`config.mk`:
```
export PLATFORM = sky130hd
export DESIGN_NAME = aespim_reduce_accum
export DESIGN_NICKNAME = d
export VERILOG_FILES = /design/src/rtl/aespim_reduce_accum.sv
export SDC_FILE = /design/constraint.sdc
export NUM_CORES = 1
export LEC_CHECK = 0
export ABC_AREA = 1
export ABC_CLOCK_PERIOD_IN_PS = 6820
export CORE_ASPECT_RATIO = 1.75
export CORE_UTILIZATION = 44
export DETAILED_ROUTE_END_ITERATION = 8
export GPL_ROUTABILITY_DRIVEN = 1
export PLACE_DENSITY = 0.6
export SLEW_MARGIN = 20
export SYNTH_ARGS = -nofsm -noshare
export SYNTH_HDL_FRONTEND = slang
export SYNTH_SLANG_ARGS = --single-unit
export TNS_END_PERCENT = 100
```
`constraint.sdc`:
```
create_clock -name clk_i -period 6.82 [get_ports clk_i]
set_clock_uncertainty 0.15 [all_clocks]
set_input_delay 1.705 -clock clk_i [delete_from_list [all_inputs] [get_ports clk_i]]
set_output_delay 1.705 -clock clk_i [all_outputs]
set_load 0.02 [all_outputs]
```
`src/rtl/aespim_reduce_accum.sv`:
```
// GF(2^(32*LIMBS)) MAC back end: XOR-accumulates 64-bit clmul products, folds mod x^(32*LIMBS)+POLY_LOW.
// Latency: last product to out_valid_o is LIMBS+1 cycles; with AESPIM_RACC_ZEROSKIP_EN it is 1 cycle when the upper half is zero.
// Backpressure: in_ready_o is low during fold and output; the result is held until out_ready_i.
module aespim_reduce_accum #(
   parameter int          LIMBS    = 4,
   parameter logic [31:0] POLY_LOW = 32'h0000_0087,
   localparam int         IDXW     = $clog2(2*LIMBS)
) (
   input  logic                 clk_i,
   input  logic                 rst_ni,
   input  logic                 flush_i,
   input  logic                 in_valid_i,
   output logic                 in_ready_o,
   input  logic [63:0]          in_product_i,
   input  logic [IDXW-1:0]      in_shift_idx_i,
   input  logic                 in_last_i,
   output logic                 out_valid_o,
   input  logic                 out_ready_i,
   output logic [32*LIMBS-1:0]  out_data_o,
   output logic                 err_o
);

   localparam int NL = 2*LIMBS;

   typedef enum logic [1:0] {ST_ACC, ST_RED, ST_OUT} state_e;
   typedef logic [NL-1:0][31:0] acc_t;

   state_e          state_q, state_d;
   acc_t            acc_q, acc_d;
   logic [IDXW-1:0] cnt_q, cnt_d;
   logic            err_q, err_d;
   logic            in_ready_q, in_ready_d;
   logic            out_valid_q, out_valid_d;
   logic            xfer;
   logic            idx_ok;
   logic            upper_zero;
   logic [62:0]     fold_t;

   function automatic logic [62:0] clmul32(input logic [31:0] a, input logic [31:0] b);
      logic [62:0] r;
      r = '0;
      for (int i = 0; i < 32; i++) begin
         if (b[i]) r = r ^ ({31'b0, a} << i);
      end
      return r;
   endfunction

   // in_ready_q is only high in ACC, so it doubles as the state qualifier.
   assign xfer   = in_valid_i && in_ready_q;
   assign idx_ok = (in_shift_idx_i <= IDXW'(NL-2));
   assign fold_t = clmul32(acc_q[cnt_q], POLY_LOW);

   always_comb begin
      state_d     = state_q;
      acc_d       = acc_q;
      cnt_d       = cnt_q;
      err_d       = err_q;
      in_ready_d  = in_ready_q;
      out_valid_d = out_valid_q;
      upper_zero  = 1'b0;

      if (flush_i) begin
         acc_d       = '0;
         cnt_d       = '0;
         err_d       = 1'b0;
         state_d     = ST_ACC;
         in_ready_d  = 1'b1;
         out_valid_d = 1'b0;
      end else begin
         case (state_q)
            ST_ACC: begin
               if (xfer) begin
                  if (idx_ok) begin
                     for (int i = 0; i < NL; i++) begin
                        if (i == int'(in_shift_idx_i))
                           acc_d[i] = acc_d[i] ^ in_product_i[31:0];
                        if (i == int'(in_shift_idx_i) + 1)
                           acc_d[i] = acc_d[i] ^ in_product_i[63:32];
                     end
                  end else begin
                     err_d = 1'b1;
                  end
                  if (in_last_i) begin
`ifdef AESPIM_RACC_ZEROSKIP_EN
                     upper_zero = 1'b1;
                     for (int i = LIMBS; i < NL; i++) begin
                        if (acc_d[i] != 32'h0) upper_zero = 1'b0;
                     end
`endif
                     in_ready_d = 1'b0;
                     if (upper_zero) begin
                        state_d     = ST_OUT;
                        out_valid_d = 1'b1;
                     end else begin
                        state_d = ST_RED;
                        cnt_d   = IDXW'(NL-1);
                     end
                  end
               end
            end

            ST_RED: begin
               // Descending order lets spill into limb LIMBS be folded later in this pass.
               for (int i = 0; i < NL; i++) begin
                  if (i == int'(cnt_q))
                     acc_d[i] = 32'h0;
                  if (i == int'(cnt_q) - LIMBS)
                     acc_d[i] = acc_d[i] ^ fold_t[31:0];
                  if (i == int'(cnt_q) - LIMBS + 1)
                     acc_d[i] = acc_d[i] ^ {1'b0, fold_t[62:32]};
               end
               if (cnt_q == IDXW'(LIMBS)) begin
                  state_d     = ST_OUT;
                  out_valid_d = 1'b1;
               end else begin
                  cnt_d = cnt_q - IDXW'(1);
               end
            end

            ST_OUT: begin
               if (out_ready_i) begin
                  acc_d       = '0;
                  state_d     = ST_ACC;
                  in_ready_d  = 1'b1;
                  out_valid_d = 1'b0;
               end
            end

            default: begin
               acc_d       = '0;
               cnt_d       = '0;
               state_d     = ST_ACC;
               in_ready_d  = 1'b1;
               out_valid_d = 1'b0;
            end
         endcase
      end
   end

   always_ff @(posedge clk_i or negedge rst_ni) begin
      if (!rst_ni) begin
         state_q     <= ST_ACC;
         acc_q       <= '0;
         cnt_q       <= '0;
         err_q       <= 1'b0;
         in_ready_q  <= 1'b1;
         out_valid_q <= 1'b0;
      end else begin
         state_q     <= state_d;
         acc_q       <= acc_d;
         cnt_q       <= cnt_d;
         err_q       <= err_d;
         in_ready_q  <= in_ready_d;
         out_valid_q <= out_valid_d;
      end
   end

   assign in_ready_o  = in_ready_q;
   assign out_valid_o = out_valid_q;
   assign err_o       = err_q;
   assign out_data_o  = acc_q[LIMBS-1:0];

endmodule

```
==> run summary <==
Timing analysis after detailed placement gives a worst setup slack of 1550 ps. The instance count of the mapped netlist was 5,054. The tightest min-delay check is of the reg -> reg type. In the final routed layout, each cell accounts on average for 25.8 um. Sequential cells account for 17.8% of the total power. The sequential fraction of the synthesis area is 22.6%. Setup violations remaining at the end of the flow were counted as 0. First-pass GRT wire length: 217,000 um.

For the setup TNS, the log shows 0 ps. Cell with the largest stage delay on the worst path: sky130_fd_sc_hd__buf_4. The synthesized netlist devotes 44.6% of its cell area to simple gates. For the worst-skew pair, the clock arrives at the later sink with an insertion delay of 630 ps.

The peak supply drop is 0.000279 V. Before antenna repair, the detailed router went through 6 iterations. The average size of a mapped cell was 5.79 um^2; the multiplexer share of the synthesized area was 0%.

TritonCTS built the clock tree. The critical path goes through clkdlybuf4s50_1 > nor2_1 > inv_2 > nor2_1 > inv_1 > nor3_2 > nor2_4 > inv_4 > buf_4 > buf_4 > nand2_1 > nand2_1. Summing the areas of all fa, ha and maj instances in the mapped netlist gives 0.470% of the synthesized area. Placement row count: 124.

For the synthesized netlist net count, the log shows 5,138. Ranked by instance count, the synthesized netlist is headed by sky130_fd_sc_hd__nand2_1 (2,017), sky130_fd_sc_hd__nand3_1 (709), sky130_fd_sc_hd__inv_1 (386). The worst setup path is captured at a flop.

The via density per instance works out to 6.09. The total of cells resized after clock tree synthesis was 0. The max-slew headroom at the worst pin came out at 17.0%.

For the number of antenna-violating nets in the routed design, the log shows 0. After clock tree synthesis, the clock-pin slew on the worst setup and hold paths is 70 ps. The static leakage came out at 15.1 nW. In this run, the number of DRC markers left after iteration 0 of detailed routing was 4,038. By area the synthesized netlist is led by sky130_fd_sc_hd__nand2_1 (26%), sky130_fd_sc_hd__dfrtp_1 (22%), sky130_fd_sc_hd__nand3_1 (12%). The run gives 0 as the final hold violation count.

The fraction of post-synthesis cell area in the top cell type by area is 25.9%, and the count of synthesis-stage warnings from yosys is 0. In this run, synthesis inferred 0 flip-flops with an integrated enable. Critical path data required time: 7240 ps. For the number of buffers added by the clock tree synthesis step, the log shows 34. The number of buffers between clock root and the deepest sink is 3, and the level count of the clock H-tree is 2. The count of clock tree sinks came out at 264. The switching share of power was 61.7%; the complex-gate fraction of the synthesized area was 12.0%.

For this run, the slowest stage of the critical path takes 930 ps. In this run the tool buffered the top-level ports with 203 buffer cells. The worst path arrival time is 5200 ps. Minimum hold slack: 354 ps. The type of the worst setup path is in -> reg.

The number of antenna violations at the first check in global routing is 4, and the signed area change from the synthesized netlist to the final layout is 9.37%. Once the floorplan was initialized, standard cells occupied 44.6% of the core. The most used standard cell by instance count after synthesis was sky130_fd_sc_hd__nand2_1.

Total setup buffers inserted after CTS: 0. The flip-flop and latch count after synthesis was 264. 204 I/O pins were placed. The power dissipated by switching net loads was 9.67 mW; the number of pins with negative max-slew slack in the final report was 0. STA classifies the critical path startpoint as a primary input. The flow ran to the end, and the final reports show no timing, DRC or antenna violations.

Synthesis instantiated 32 different standard cells from the library. The logs give 0 for the number of max-cap violations and 0.0309 mm^2 for the instance area after placement. In this run, the clock network consumes 12.8% of the power. The total grt overflow is 0, and the width of the die is 197 um. The root buffer cell chosen for the clock tree is sky130_fd_sc_hd__clkbuf_16.

Detailed routing inserted a total of 35,400 vias. For the relative contribution of combinational cells to total power, the log shows 69.4%. The number of global-route vias before repair is 32,600. The fraction of layout instances using a drive strength above 1 came out at 3.67%. For the pin with the worst max-slew slack, the measured transition is 1240 ps. The cell taking the most area after synthesis was sky130_fd_sc_hd__nand2_1. Of all nets on the critical path, the largest fanout is 77. The run gives 0.209 GHz as the highest clock frequency the design can meet.

Detailed placement ended at an HPWL of 98,400 um. Routability-driven placement finished with a final weighted congestion of 1.01. The core utilization of the finished layout was 48.8%.

The total DRC errors in the routed layout came out at 0. For the pin count of the biggest net entering global routing, the log shows 154. For this run, the leading register cell type out of synthesis is sky130_fd_sc_hd__dfrtp_1.

The minimum clock period was 4780 ps. The net count of the finished layout is 4,992. The power per cell area works out to 489 mW/mm^2. After clock tree synthesis, the flow added hold-fix buffers numbering 0. The floorplan step defined a die boundary enclosing 0.0676 mm^2.

Share of flip-flops with an asynchronous set or reset after synthesis: 100%. Global routing used 43.9% of the available tracks across all layers. Setup repair after global routing left no endpoint under its margin.

For this block, the routed nets add up to 150,000 um of wire. Once routing completed, OpenROAD measured the worst setup slack at 2040 ps. The die outline height is 343 um.

Ratio of final minimum period to clock period: 70.0%. Once layout is done, the placed cells without fillers occupy 0.0320 mm^2. In this run the standard cell core region covers 0.0656 mm^2. After Yosys synthesis, XOR and XNOR cells account for 7.42% of the synthesized area. By area, the combinational part of the netlist is dominated by simple AND/OR/NAND/NOR gates. The tools report the synthesized area as 0.0293 mm^2. The internal portion of the total power is 6.00 mW.
-- power groups by stage --
stage / registers (mW) / logic [mW] / clock network [mW]
2_1_floorplan: 2.42 / 7.18 / 0
3_3_place_gp: 2.78 / 10.3 / 0
3_5_place_dp: 2.78 / 10.4 / 0
4_1_cts: 2.76 / 10.4 / 2.00
5_1_grt: 2.83 / 11.6 / 2.05
6_report: 2.79 / 10.9 / 2.01
-- cell type report --
class,instances,area (um^2)
multi-input combinational,3931,19000
sequential,264,6610
clock inverter,15,194
timing repair buffer,281,2700
antenna,1,2.50
fill,7106,33600
clock buffer,44,938
tap,882,1100
inverter,396,1500
-- metrics by stage --
stage | total power [mW] | instances
global placement | 13.1 | 5754
floorplan | 9.60 | 5054
CTS | 15.2 | 5813
detailed placement | 13.2 | 5754
global route | 16.5 | 5813
finish | 15.7 | 5814
-- routing by layer --
metal | wire, um | vias up | GRT usage [%]
met1 | 49600 | 16600 | 46.4
met5 | 43 | - | 0.0712
met3 | 13700 | 801 | 9.23
met2 | 67900 | 2068 | 70.6
met4 | 18700 | 6 | 45.9
li1 | - | 16000 | -
-- kinds of logic (layout without fill, tap and decap cells) --
logic type / Yosys count / in the layout
simple gates: 3072 / 3072
buf+inv: 859 / 736
compound gates: 600 / 600
flops: 264 / 264
xor+xnor: 248 / 248
fa+ha+maj: 11 / 11
other cells: 0 / 1
-- flip-flops by register name (all words and copies together) (netlist names) --
| name | count |
|---|---|
| err_o | 1 |
| acc_q | 128 |
| cnt_q | 3 |
| in_ready_o | 1 |
| out_valid_o | 1 |
| state_q | 2 |
| out_data_o | 128 |
-- cells in the final DEF, fill, tap and decap left out, types with 2 or more instances in the layout --
| cell type | n |
|---|---|
| sky130_fd_sc_hd__nor3_1 | 57 |
| sky130_fd_sc_hd__o31ai_1 | 3 |
| sky130_fd_sc_hd__o22ai_1 | 89 |
| sky130_fd_sc_hd__buf_12 | 6 |
| sky130_fd_sc_hd__inv_4 | 2 |
| sky130_fd_sc_hd__nor2_4 | 9 |
| sky130_fd_sc_hd__inv_1 | 380 |
| sky130_fd_sc_hd__o21bai_1 | 39 |
| sky130_fd_sc_hd__a31oi_1 | 11 |
| sky130_fd_sc_hd__a21boi_0 | 18 |
| sky130_fd_sc_hd__clkbuf_16 | 34 |
| sky130_fd_sc_hd__nand4_1 | 80 |
| sky130_fd_sc_hd__or2_2 | 11 |
| sky130_fd_sc_hd__inv_6 | 2 |
| sky130_fd_sc_hd__clkdlybuf4s50_1 | 202 |
| sky130_fd_sc_hd__nand2_1 | 2017 |
| sky130_fd_sc_hd__clkinv_1 | 2 |
| sky130_fd_sc_hd__o21ai_0 | 250 |
| sky130_fd_sc_hd__nor2_2 | 6 |
| sky130_fd_sc_hd__inv_2 | 9 |
| sky130_fd_sc_hd__o21ai_1 | 29 |
| sky130_fd_sc_hd__xor2_1 | 242 |
| sky130_fd_sc_hd__clkbuf_8 | 5 |
| sky130_fd_sc_hd__xnor2_1 | 6 |
| sky130_fd_sc_hd__a21oi_1 | 96 |
| sky130_fd_sc_hd__nor2_1 | 92 |
| sky130_fd_sc_hd__clkinv_2 | 11 |
| sky130_fd_sc_hd__o32ai_1 | 64 |
| sky130_fd_sc_hd__buf_4 | 72 |
| sky130_fd_sc_hd__dfrtp_2 | 2 |
| sky130_fd_sc_hd__nand3b_1 | 88 |
| sky130_fd_sc_hd__clkbuf_1 | 5 |
| sky130_fd_sc_hd__ha_1 | 10 |
| sky130_fd_sc_hd__nand3_1 | 709 |
| sky130_fd_sc_hd__nor3_2 | 3 |
| sky130_fd_sc_hd__bufinv_16 | 4 |
| sky130_fd_sc_hd__dfrtp_1 | 260 |
-- final timing paths --
check | from | endpoint | slack [ps] | cells after the start
min | out_data_o[123]$_DFFE_PN0P_ | out_data_o[123]$_DFFE_PN0P_ | 350 | 2
max | flush_i | out_data_o[43]$_DFFE_PN0P_ | 2040 | 12
min reg2reg | out_data_o[123]$_DFFE_PN0P_ | out_data_o[123]$_DFFE_PN0P_ | 350 | 2
max reg2reg | cnt_q[0]$_DFFE_PN0P_ | out_data_o[124]$_DFFE_PN0P_ | 2160 | 15
max in group asynchronous | rst_ni | out_data_o[23]$_DFFE_PN0P_ | 4320 | 2
min in group asynchronous | rst_ni | acc_q[130]$_DFFE_PN0P_ | 920 | 1
-- worst max-delay path, delay by kind of cell --
family | cells | cell delay [ps]
AND/OR/NAND/NOR | 6 | 1060
buffers and inverters | 6 | 2320
Power figures use the tool's default switching activity.
